File: config.mk
export PLATFORM = sky130hd
export DESIGN_NAME = wb_regfile_flat
export DESIGN_NICKNAME = d
export VERILOG_FILES = /design/src/rtl/wb_regfile_if.sv /design/src/rtl/wb_regfile.sv /design/src/flat_wrapper.sv
export SDC_FILE = /design/constraint.sdc
export NUM_CORES = 2
export LEC_CHECK = 0
export ABC_AREA = 1
export ABC_CLOCK_PERIOD_IN_PS = 4100
export CORE_MARGIN = 4
export CORE_UTILIZATION = 50
export CTS_CLUSTER_DIAMETER = 50
export CTS_CLUSTER_SIZE = 25
export DETAILED_ROUTE_END_ITERATION = 8
export GPL_TIMING_DRIVEN = 0
export MAX_ROUTING_LAYER = met4
export PLACE_DENSITY = 0.7
export REMOVE_ABC_BUFFERS = 1
export SLEW_MARGIN = 10
export SYNTH_ARGS = -nofsm -noshare
export SYNTH_HDL_FRONTEND = slang
export SYNTH_SLANG_ARGS = --single-unit
File: constraint.sdc
create_clock -name clk -period 4.1 [get_ports clk]
set_input_delay 0.615 -clock clk [delete_from_list [all_inputs] [get_ports clk]]
set_output_delay 0.615 -clock clk [all_outputs]
set_load 0.03 [all_outputs]
File: src/rtl/wb_regfile_if.sv
// Bus bundle between the MEM/WB pipeline register, the decode read ports and the writeback register file.
// The master side drives the W-stage and decode inputs; the slave side is the register file.
interface wb_regfile_if #(
   parameter int DW = 32
);
   logic          regwritew;
   logic          memtoregw;
   logic          jumplinkw;
   logic [DW-1:0] rdw;
   logic [DW-1:0] aluoutw;
   logic [DW-1:0] pcplus4w;
   logic [4:0]    writeregw;
   logic [4:0]    ra1;
   logic [4:0]    ra2;
   logic [DW-1:0] rd1;
   logic [DW-1:0] rd2;
   logic [DW-1:0] resultw;
   logic [4:0]    wa_eff;
   logic          we_eff;
   logic [31:0]   commit_cnt;

   modport master (
      output regwritew, memtoregw, jumplinkw, rdw, aluoutw, pcplus4w, writeregw, ra1, ra2,
      input  rd1, rd2, resultw, wa_eff, we_eff, commit_cnt
   );

   modport slave (
      input  regwritew, memtoregw, jumplinkw, rdw, aluoutw, pcplus4w, writeregw, ra1, ra2,
      output rd1, rd2, resultw, wa_eff, we_eff, commit_cnt
   );
endinterface

File: src/rtl/wb_regfile.sv
// Writeback stage: selects the result, commits it into the MIPS register file and serves
// two combinational decode read ports with same-cycle write-through bypass.
module wb_regfile #(
   parameter int NREG     = 32,
   parameter int LINK_REG = 31,
   parameter int DW       = 32
) (
   input  logic         clk,
   input  logic         rst_n,
   wb_regfile_if.slave  bus
);

   logic [DW-1:0] regs_q [NREG];
   logic [DW-1:0] regs_d [NREG];
   logic [31:0]   commit_cnt_q;
   logic [31:0]   commit_cnt_d;

   logic [DW-1:0] result;
   logic [4:0]    wa;
   logic          we;
   logic [DW-1:0] rd1;
   logic [DW-1:0] rd2;

   // Link instructions override both the result source and the destination register.
   always_comb begin
      result = bus.memtoregw ? bus.rdw : bus.aluoutw;
      wa     = bus.writeregw;
      if (bus.jumplinkw) begin
         result = bus.pcplus4w;
         wa     = 5'(LINK_REG);
      end
      we = rst_n & bus.regwritew & (wa != 5'd0);
   end

   always_comb begin
      regs_d       = regs_q;
      commit_cnt_d = commit_cnt_q;
      if (we) begin
         regs_d[wa]   = result;
         commit_cnt_d = commit_cnt_q + 32'd1;
      end
   end

   // Bypass lets decode observe the value committed on this same edge; it is off during reset.
   always_comb begin
      rd1 = '0;
      rd2 = '0;
      if (bus.ra1 != 5'd0) begin
         if (we && (bus.ra1 == wa)) begin
            rd1 = result;
         end else begin
            rd1 = regs_q[bus.ra1];
         end
      end
      if (bus.ra2 != 5'd0) begin
         if (we && (bus.ra2 == wa)) begin
            rd2 = result;
         end else begin
            rd2 = regs_q[bus.ra2];
         end
      end
   end

   always_ff @(posedge clk) begin
      if (!rst_n) begin
         for (int i = 0; i < NREG; i++) begin
            regs_q[i] <= '0;
         end
         commit_cnt_q <= '0;
      end else begin
         regs_q       <= regs_d;
         commit_cnt_q <= commit_cnt_d;
      end
   end

   assign bus.resultw    = result;
   assign bus.wa_eff     = wa;
   assign bus.we_eff     = we;
   assign bus.rd1        = rd1;
   assign bus.rd2        = rd2;
   assign bus.commit_cnt = commit_cnt_q;

endmodule

File: src/flat_wrapper.sv
// flat-port wrapper written by rule: the top's interface ports become plain ports
module wb_regfile_flat 
#(
   parameter int NREG     = 32,
   parameter int LINK_REG = 31,
   parameter int DW       = 32
)
  (clk, rst_n, bus_regwritew, bus_memtoregw, bus_jumplinkw, bus_rdw, bus_aluoutw, bus_pcplus4w, bus_writeregw, bus_ra1, bus_ra2, bus_rd1, bus_rd2, bus_resultw, bus_wa_eff, bus_we_eff, bus_commit_cnt);
  wb_regfile_if #(.DW(DW)) bus_i ();
  input  logic clk;
  input  logic rst_n;
  input wire logic [$bits(bus_i.regwritew)-1:0] bus_regwritew;
  input wire logic [$bits(bus_i.memtoregw)-1:0] bus_memtoregw;
  input wire logic [$bits(bus_i.jumplinkw)-1:0] bus_jumplinkw;
  input wire logic [$bits(bus_i.rdw)-1:0] bus_rdw;
  input wire logic [$bits(bus_i.aluoutw)-1:0] bus_aluoutw;
  input wire logic [$bits(bus_i.pcplus4w)-1:0] bus_pcplus4w;
  input wire logic [$bits(bus_i.writeregw)-1:0] bus_writeregw;
  input wire logic [$bits(bus_i.ra1)-1:0] bus_ra1;
  input wire logic [$bits(bus_i.ra2)-1:0] bus_ra2;
  output wire logic [$bits(bus_i.rd1)-1:0] bus_rd1;
  output wire logic [$bits(bus_i.rd2)-1:0] bus_rd2;
  output wire logic [$bits(bus_i.resultw)-1:0] bus_resultw;
  output wire logic [$bits(bus_i.wa_eff)-1:0] bus_wa_eff;
  output wire logic [$bits(bus_i.we_eff)-1:0] bus_we_eff;
  output wire logic [$bits(bus_i.commit_cnt)-1:0] bus_commit_cnt;
  assign bus_i.regwritew = bus_regwritew;
  assign bus_i.memtoregw = bus_memtoregw;
  assign bus_i.jumplinkw = bus_jumplinkw;
  assign bus_i.rdw = bus_rdw;
  assign bus_i.aluoutw = bus_aluoutw;
  assign bus_i.pcplus4w = bus_pcplus4w;
  assign bus_i.writeregw = bus_writeregw;
  assign bus_i.ra1 = bus_ra1;
  assign bus_i.ra2 = bus_ra2;
  assign bus_rd1 = bus_i.rd1;
  assign bus_rd2 = bus_i.rd2;
  assign bus_resultw = bus_i.resultw;
  assign bus_wa_eff = bus_i.wa_eff;
  assign bus_we_eff = bus_i.we_eff;
  assign bus_commit_cnt = bus_i.commit_cnt;
  wb_regfile #(.NREG(NREG), .LINK_REG(LINK_REG), .DW(DW)) u_core (.clk(clk), .rst_n(rst_n), .bus(bus_i));
endmodule
==> flow_metrics.env <==
export IMPL_rows=125
export IMPL_worst_slack_ns=-0.0920
export IMPL_clockBufferDepth=3
export IMPL_drt_initial_drc_count=10637
export IMPL_skew_ns=0.0159
export IMPL_cts_tree="built"
export IMPL_yosysUniqueCellTypes=35
export IMPL_clkTransAtPathRegs_ns=0.05
export IMPL_routedWlPerCell_um=23.9
export IMPL_multi_input_area_mm2=0.0308
export IMPL_die_area_mm2=0.123
export IMPL_io_buffers=249
export IMPL_cp_top_family="buffers and inverters"
export IMPL_antenna_found_initial=7
export IMPL_detail_route_antenna_nets=0
export IMPL_ios=250
export IMPL_vias=67627
export IMPL_grt_ovfl_total=0
export IMPL_cp_slowest_cell="clkdlybuf4s50_1"
export IMPL_power_density_mw_per_mm2=389
export IMPL_peakVddDrop_uv=460
export IMPL_setup_tns_ns=-0.109
export IMPL_clkLatencyLatePin_ns=0.75
export IMPL_final_hold_viol_count=0
export IMPL_cp_start_kind="input pin"
export IMPL_synth_seq_area_share=0.359
export IMPL_cts_made_buffers=130
export IMPL_intPower_w=0.0190
export IMPL_cp_arrival_ns=3.58
export IMPL_crit_path_end="bus_rd1[7]"
export IMPL_swShare=0.293
export IMPL_synth_cells=9576
export IMPL_seq_area_mm2=0.0211
export IMPL_seqPwrFrac=0.385
export IMPL_vias_per_cell=6.21
export IMPL_cts_sinks=1056
export IMPL_nets=9376
export IMPL_hold_buffers=0
export IMPL_crit_cells=13
export IMPL_die_height_um=351
export IMPL_max_freq_mhz=239
export IMPL_status="complete, but fails checks"
export IMPL_cts_htree_levels=4
export IMPL_p_clk_frac=0.459
export IMPL_path_buf_inv=7
export IMPL_core_area_mm2=0.117
export IMPL_rr_endpoint="u_core.bus.commit_cnt[18]"
export IMPL_path_max_fanout=75
export IMPL_worst_pin_slew_ns=1.44
export IMPL_totalWireLength_um=260000
export IMPL_drc=0
export IMPL_timing_final_crit_share=1.02
export IMPL_place_ws_ns=-1.99
export IMPL_grt_pass1_wl_um=380000
export IMPL_grt_max_degree=158
export IMPL_setup_violations=3
export IMPL_min_period_ns=4.19
export IMPL_slowest_delay_ns=0.66
export IMPL_cp_common_cell="buf_16"
export IMPL_violations="setup timing"
export IMPL_grt_pass1_vias=60714
export IMPL_critical_path_class="in -> out"
export IMPL_cap_violations=0
export IMPL_cp_startpoint="bus_ra1[0]"
export IMPL_r2r_cells=10
export IMPL_routabilityCongestion=0.859
export IMPL_syn_area_per_cell_um2=6.15
export IMPL_rsz0062_at_grt="yes"
export IMPL_areaGrowthSynthToFinish_pct=17.4
export IMPL_p_leak_nw=28.7
export IMPL_start_util=0.505
export IMPL_p_sw_w=0.00789
export IMPL_cp_required_ns=3.48
export IMPL_path_cells="buf_16 -> buf_16 -> inv_16 -> buf_16 -> nand2_1 -> nand4_1 -> nor2_1 -> nand3_4 -> buf_12 -> nand3_1 -> nand2_1 -> inv_1 -> clkdlybuf4s50_1"
export IMPL_drv_slew=0
export IMPL_synth_seq_cells=1056
export IMPL_power_frac_comb=0.156
export IMPL_hold_class="in -> reg"
export IMPL_worstReg2RegStart="u_core.bus.commit_cnt[0]"
export IMPL_dr_pass1_iters=9
export IMPL_cts_root_buf="clkbuf_16"
export IMPL_grt_total_usage=0.416
export IMPL_r2r_slack_ns=2.10
export IMPL_hold_start="rst_n"
export IMPL_cp_end_kind="primary output"
export IMPL_yosys_warnings=0
export IMPL_dp_hpwl_um=127000
export IMPL_max_slew_margin=0.0353
export IMPL_dieWidth_um=351
export IMPL_syn_area_mm2=0.0589
export IMPL_layout_drive_gt1_share=0.0560
export IMPL_fill_cells=10699
Yosys cell counts (all sizes together):
master,count,area (µm²)
a211oi,4,30.0
a21oi,1362,6830
buf,165,757
clkbuf,698,2620
clkinv,11,41.3
dfxtp,1056,21100
ha,1,12.5
inv,1076,4040
nand2,2057,7750
nand3,1201,6010
nand3b,4,30.0
nand4,6,37.5
nor2,305,1190
nor3,17,106
nor3b,1,7.51
o211ai,56,420
o21ai,1539,7700
o21ba,1,10.0
or2,5,31.3
xnor2,1,8.76
xor2,10,87.6
power by group through the flow:
stage          Combinational, W  Clock (W)  Sequential [W]
2_1_floorplan           0.00195          0          0.0106
3_3_place_gp            0.00484          0          0.0106
3_5_place_dp            0.00375          0          0.0106
4_1_cts                 0.00405     0.0123          0.0104
5_1_grt                 0.00442     0.0127          0.0104
6_report                0.00419     0.0123          0.0104
how the worst min path moves through the flow:
stage,slack [ns],cells past startpoint,endpoint
global placement,0.41,2,u_core.regs_q[1022]
CTS,0.29,3,u_core.regs_q[1016]
global route,0.35,3,u_core.bus.commit_cnt[12]
floorplan,0.41,2,u_core.regs_q[1002]
detailed placement,0.42,2,u_core.regs_q[993]
finish,0.33,3,u_core.regs_q[723]
flip-flops by register name, summed over array words and instances (netlist names):
| register | count |
|---|---|
| u_core.regs_q | 1024 |
| u_core.bus.commit_cnt | 32 |
area by class of cell:
| cell class | count | area share |
|---|---|---|
| multi-input combinational | 6574 | 0.446 |
| sequential | 1056 | 0.306 |
| timing repair buffer | 405 | 0.0913 |
| inverter | 1087 | 0.0621 |
| clock buffer | 166 | 0.0527 |
| tap | 1524 | 0.0276 |
| clock inverter | 68 | 0.0128 |
| timing repair inverter | 5 | 0.000742 |
| antenna | 13 | 0.000471 |
cell usage in the layout (no fill, tap or decap), drive strengths merged, types with 5 or more instances in the layout:
| master | count |
|---|---|
| nand2 | 2057 |
| o21ai | 1541 |
| a21oi | 1363 |
| nand3 | 1202 |
| inv | 1097 |
| dfxtp | 1056 |
| nor2 | 305 |
| clkdlybuf4s50 | 176 |
| clkbuf | 167 |
| buf | 137 |
| o211ai | 56 |
| dlymetal6s2s | 39 |
| clkinv | 36 |
| bufbuf | 31 |
| dlygate4sd2 | 20 |
| nor3 | 17 |
| bufinv | 16 |
| diode | 13 |
| clkinvlp | 11 |
| xor2 | 10 |
| nand4 | 6 |
| or2 | 5 |
stage by stage:
step | cells | utilization | area, µm² | total power (W) | hold WS, ns
after floorplan | 8713 | - | 55500 | 0.0125 | 0.407
after global placement | 10486 | 0.514 | 59900 | 0.0154 | 0.415
after detailed placement | 10595 | 0.540 | 62900 | 0.0143 | 0.417
after CTS | 10882 | 0.591 | 68900 | 0.0267 | 0.285
after global routing | 10890 | 0.593 | 69100 | 0.0275 | 0.350
final | 10898 | 0.593 | 69100 | 0.0269 | 0.329
cells by family (layout without fill, tap and decap cells):
| logic type | Yosys count | in the layout | synth area share |
|---|---|---|---|
| simple gates | 3596 | 3597 | 0.258 |
| buf+inv | 1950 | 1731 | 0.127 |
| other cells | 0 | 13 | 0 |
| fa+ha+maj | 1 | 1 | 0.000213 |
| compound gates | 2962 | 2965 | 0.255 |
| xor+xnor | 11 | 11 | 0.00164 |
| flops | 1056 | 1056 | 0.359 |
worst min-delay path: cells and delay by family:
kind | cells | cell delay, ns
buffers and inverters | 1 | 0.20
AO/OA/AOI/OAI | 2 | 0.17
what timing repair did:
action                     in CTS  in global routing
buffers inserted               12                  2
pin swaps                      10                  1
resized for setup              73                 43
gates cloned                   41                  1
setup endpoints to repair      67                 43
routing by layer:
metal / vias up / routed length, µm / GRT usage
met3: 1207 / 37700 / 0.109
met2: 5056 / 107000 / 0.600
met5: - / 0 / -
met4: 0 / 18800 / 0.248
met1: 30612 / 96900 / 0.521
li1: 30752 / - / -
Power figures use the tool's default switching activity.
